**config.mk**
```make
export PLATFORM = sky130hd
export DESIGN_NAME = alert_handler_ping_reseed
export DESIGN_NICKNAME = d
export VERILOG_FILES = /design/src/rtl/alert_handler_ping_reseed.sv
export SDC_FILE = /design/constraint.sdc
export NUM_CORES = 1
export LEC_CHECK = 0
export BUFFER_PORTS_ARGS = -buffer_cell sky130_fd_sc_hd__buf_4
export CORE_ASPECT_RATIO = 0.8
export CORE_MARGIN = 10
export CORE_UTILIZATION = 59
export CTS_CLUSTER_DIAMETER = 50
export CTS_CLUSTER_SIZE = 28
export DETAILED_ROUTE_END_ITERATION = 7
export PLACE_DENSITY = 0.94
export SLEW_MARGIN = 20
export SYNTH_ARGS = -nofsm -noshare
export SYNTH_HDL_FRONTEND = slang
export SYNTH_SLANG_ARGS = --single-unit
```
**constraint.sdc**
```tcl
create_clock -name clk_i -period 4 [get_ports clk_i]
set_input_delay 0.4 -clock clk_i [delete_from_list [all_inputs] [get_ports clk_i]]
set_output_delay 0.4 -clock clk_i [all_outputs]
set_load 0.03 [all_outputs]
```
**src/rtl/alert_handler_ping_reseed.sv**
```systemverilog
// alert_handler_ping_reseed: fetches entropy from the EDN, assembles an
// LFSR-wide seed and hands it to the ping timer with a one-cycle strobe.

package alert_handler_ping_reseed_pkg;
    // Every pair of codes differs in at least three bits, so a single upset
    // cannot turn one legal state into another.
    typedef enum logic [5:0] {
        IdleSt   = 6'b000111,
        ReqSt    = 6'b011010,
        ReseedSt = 6'b101100,
        CountSt  = 6'b110001,
        ErrSt    = 6'b111111
    } state_e;
endpackage

module alert_handler_ping_reseed
    import alert_handler_ping_reseed_pkg::*;
#(
    parameter int LfsrWidth   = 32,
    parameter int EdnDw       = 16,
    parameter int ReseedCntDw = 24
) (
    input  logic                   clk_i,
    input  logic                   rst_i,
    input  logic                   en_i,
    input  logic                   force_reseed_i,
    input  logic [ReseedCntDw-1:0] reseed_period_i,
    output logic                   edn_req_o,
    input  logic                   edn_ack_i,
    input  logic [EdnDw-1:0]       edn_data_i,
    output logic                   reseed_en_o,
    output logic [LfsrWidth-1:0]   entropy_o,
    output logic                   busy_o,
    output logic                   err_o
);

    localparam int NumWords = LfsrWidth / EdnDw;
    localparam int IdxW     = (NumWords > 1) ? $clog2(NumWords) : 1;
    localparam logic [IdxW-1:0] LastIdx = IdxW'(NumWords - 1);

    state_e                 state;
    logic [IdxW-1:0]        idx;
    logic [ReseedCntDw-1:0] counter;
    logic [LfsrWidth-1:0]   shadow;
    logic [LfsrWidth-1:0]   shadow_next;

    // Shadow contents as they will be once the current EDN word is written.
    always_comb begin
        // NOTE: assign a default first so no path leaves shadow_next unassigned (no latch).
        shadow_next = shadow;
        shadow_next[idx*EdnDw +: EdnDw] = edn_data_i;
    end

    // Reseed FSM with registered outputs; the final ack loads entropy_o directly
    // so the seed and its strobe appear together one cycle after that ack.
    always_ff @(posedge clk_i or posedge rst_i) begin
        if (rst_i) begin
            state       <= IdleSt;
            idx         <= '0;
            counter     <= '0;
            // NOTE: the shadow is reset too, so a transfer cut short by reset
            // can never leak a stale word into a later seed.
            shadow      <= '0;
            edn_req_o   <= 1'b0;
            reseed_en_o <= 1'b0;
            entropy_o   <= '0;
            busy_o      <= 1'b0;
            err_o       <= 1'b0;
        end else begin
            // NOTE: non-blocking assignments throughout, so every branch sees
            // the pre-edge values of edn_req_o, counter and idx.
            if (edn_ack_i && !edn_req_o) begin
                err_o <= 1'b1;
            end

            case (state)
                IdleSt: begin
                    if (en_i) begin
                        state     <= ReqSt;
                        edn_req_o <= 1'b1;
                        busy_o    <= 1'b1;
                    end
                end

                ReqSt: begin
                    if (edn_ack_i) begin
                        shadow <= shadow_next;
                        if (idx == LastIdx) begin
                            idx         <= '0;
                            entropy_o   <= shadow_next;
                            reseed_en_o <= 1'b1;
                            edn_req_o   <= 1'b0;
                            state       <= ReseedSt;
                        end else begin
                            idx <= idx + IdxW'(1);
                        end
                    end
                end

                ReseedSt: begin
                    reseed_en_o <= 1'b0;
                    busy_o      <= 1'b0;
                    counter     <= '0;
                    state       <= CountSt;
                end

                CountSt: begin
                    if (counter != '1) begin
                        counter <= counter + ReseedCntDw'(1);
                    end
                    if ((counter >= reseed_period_i) || force_reseed_i) begin
                        state     <= ReqSt;
                        edn_req_o <= 1'b1;
                        busy_o    <= 1'b1;
                    end
                end

                // ErrSt and every illegal encoding land here and stay until reset.
                default: begin
                    state       <= ErrSt;
                    edn_req_o   <= 1'b0;
                    reseed_en_o <= 1'b0;
                    busy_o      <= 1'b0;
                    err_o       <= 1'b1;
                end
            endcase
        end
    end

endmodule
```
==> results.md <==
* CTS max path bufs at 2
* Average cell area after synthesis at ~9.7 um2
* Number of synthesized flops with an enable pin at 0
* Switching fraction of total power at approximately a quarter
* Placed cell count at between 500 and 600
* Leakage at 0.00274 uW
* Sequential cell area at 2080 um2
* Vias in the first global route at 3351
* Share of flip-flops with an asynchronous set or reset at 100%
* Number of antenna violations at the first check in global routing at 0
* Number of synthesized register bits at 83
* Largest net degree at the start of global routing at 51
* Area growth, synth to finish at 21.5%
* Number of warnings printed during yosys synthesis at 0
* Worst slew slack as a fraction of its limit at 43.1%
* Final routed DRC violation total at 0
* DRT antenna net count at 0
* RR Endpoint: busy_o
* Clock tree sinks at 83
* Maximum clock frequency at 0.422 GHz
* Share of total power in combinational logic at 4.9%
* Vias after detailed routing at 3245
* Filler-free cell count of the finished design at 602
* Sequential share of power at 57.3%
* Root Buffer: clkbuf_8
* Sequential area share after synthesis at 50.5%
* Critical path endpoint category: flip-flop
* Pint at 1110 uW
* Post-Syn Instances at 427
* Starting Density at 60.4%
* Post-CTS clock slew at the launch and capture registers of the worst setup and hold paths at 0.09 ns
* Grt ovf at 0
* Routed via count divided by cell count at 5.39
* Switching power total at about 350 uW
* Minimum clock period at 2.37 ns
* Ant diodes at 0
* Reg2Reg Setup Slack at between 1.5 and 2 ns
* Worst setup path category: reg -> reg
* Accumulated negative setup slack at 0 ns
* Detailed placer's ending HPWL at 7.13 mm
* Placer congestion estimate at between 0.8 and 0.9
* Crit path launch type: flip-flop
* Post-synthesis instance area at 4120 um2
* CTS H-Tree Depth at 3
* Share of cells above drive strength 1 at 23.1%
* First-pass GRT wire length at around 16 mm
* Required time of the critical path at 4.24 ns
* Net Count, Synth at 497
* Average detailed-routed wire length per instance at between 15 and 20 um
* CTS tree: yes
* Filler cell count in the final layout at between 500 and 600
* Period utilization at around 59%
* Cell variety after synth at 47
* Hold buffer count at cts at 0
* Port Buf Inserts at 80
* X dimension of the die at 113 um
* Num CTS Buffers at 9
* Insertion delay of the later-clocked pin in the worst-skew pair at roughly 0.34 ns
* Ports at 81
* Core area at 6820 um2
* Number of failing hold endpoints at the final stage at 0
* Power per cell area at 292 nW/um2
* Type of the worst min-delay path: in -> async
* Final max-slew violation count at 0
* Worst flop-to-flop path startpoint: counter[2]
* Worst Tran Pin Value at approximately 0.85 ns
* Multi-input combinational cell area at 1910 um2
* Main flop type after synthesis: dfrtp_1
* Row cnt at 27
* Router iterations before antenna repair at 4
* Setup Viol. Count Final at 0
* Result of the run: complete, no violations
* Max_cap viols at 0
* Setup repair after global routing missed its margin: no
* Initial DRC Count at 228
* Arrival @ worst endpoint at 2.61 ns
* Worst vdd ir at 0.216 mV
* Global-route total usage across every layer at between 10% and 20%
* Post-cts gate resize count at 0
* Buffers inserted by post-CTS timing repair at 0
* Die boundary height at 94.8 um
* Fin nets at 580
* Routed wire length at 9.43 mm
* Area enclosed by the die boundary at 10800 um2
* Largest fanout on the critical path at 5
* Length in cells of the worst reg-to-reg path at 8
* Clock network fraction of total power at 37.8%
* Worst clock skew at approximately 0.010 ns
routing by layer:
| layer | share of wire [%] | vias up | routed length, um | global-route usage, % |
|---|---|---|---|---|
| met5 | 0 | - | 0 | 0 |
| met4 | 0.60 | 0 | 57 | 3.59 |
| met3 | 3.9 | 10 | 372 | 3.55 |
| met2 | 52 | 68 | 4900 | 30.7 |
| met1 | 43 | 1576 | 4100 | 22.0 |
| li1 | - | 1591 | - | - |
worst max path at each step:
stage,startpoint,endpoint,slack [ns],cells after the start
2_1_floorplan,rst_i,busy_o,1.47,1
3_3_place_gp,state[1],entropy_o[6],1.66,5
3_5_place_dp,reseed_period_i[2],busy_o,1.61,10
4_1_cts,counter[2],busy_o,1.68,8
5_1_grt,counter[2],busy_o,1.45,8
6_report,counter[2],busy_o,1.63,8
Yosys cell counts (all sizes together), types with 3 or more instances:
master / number / area share, %
a21o: 3 / 0.55
xnor2: 3 / 0.64
or2: 3 / 0.46
ha: 25 / 7.6
clkbuf: 9 / 0.82
nor4: 6 / 1.2
nand2: 118 / 11
mux2: 17 / 4.6
nand4: 9 / 1.4
nor3: 10 / 1.7
or3: 4 / 0.73
and4: 4 / 0.85
nand2b: 7 / 1.5
dfrtp: 80 / 49
nand3: 10 / 1.2
nor2: 27 / 2.5
a21oi: 14 / 1.7
inv: 28 / 2.5
dfstp: 3 / 1.9
xor2: 16 / 3.4
o21ai: 11 / 1.3
area by class of cell:
type	instances	area share, %
clock inverter	7	1.17
inverter	28	2.12
tap	87	2.17
timing repair buffer	83	12.4
sequential	83	41.5
multi-input combinational	305	38.1
clock buffer	9	2.47
per-stage QoR:
step | instance area [um2] | hold slack [ns] | power [uW] | util, % | worst slack [ns]
finish | 5010 | 0.201 | 1460 | 73.4 | 1.63
global placement | 4820 | 0.442 | 924 | 70.7 | 1.66
floorplan | 4120 | 0.435 | 883 | - | 1.47
CTS | 5010 | 0.218 | 1480 | 73.4 | 1.68
global route | 5010 | 0.246 | 1520 | 73.4 | 1.45
detailed placement | 4830 | 0.451 | 929 | 70.8 | 1.61
cell families after synthesis:
family / synth area share, %
AND/OR/NAND/NOR: 23.3
flip-flops: 50.5
AO/OA/AOI/OAI: 6.25
buffers and inverters: 3.67
adder cells (fa/ha/maj): 7.59
XOR/XNOR: 4.04
multiplexers: 4.64
critical path: stages, from the launching register on:
cell and delay, ns:
dfrtp_1 0.44, ha_1 0.31, a21oi_1 0.15, o21ai_0 0.11
a31oi_1 0.21, o21ai_0 0.19, a311oi_2 0.51, nor2_1 0.13
a22o_1 0.21
registers in the layout, indices dropped and copies added, names as in the netlist:
signal / flops
idx: 1
err_o: 1
counter: 24
edn_req_o: 1
reseed_en_o: 1
busy_o: 1
shadow: 16
state: 6
entropy_o: 32
power by group through the flow:
stage	clock network (uW)	logic, uW	registers (uW)
6_report	553	71.9	839
5_1_grt	602	81.7	839
4_1_cts	563	73.5	839
3_5_place_dp	0	73.6	855
2_1_floorplan	0	27.7	855
3_3_place_gp	0	69.3	855
layout by cell type (no fill, tap or decap), types with 3 or more instances in the layout:
cell      netlist  routed
buf_4           1      83
nor4_1          4       4
nand2_1       118     118
nor2_1         27      27
nand2b_1        4       4
nand4_1         9       9
nor3_2          2       3
nor3_1          7       6
dfrtp_1        80      80
nand3_1        10       9
and4_1          4       4
xor2_1         16      16
xnor2_1         3       3
dfstp_2         3       3
a21oi_1        14      14
ha_1           25      25
mux2_1         16      16
a21o_1          3       3
o21ai_0         9       9
clkbuf_8        0       9
or3_1           3       3
inv_1          28      27
No activity file was read; power rests on OpenSTA's default activity.
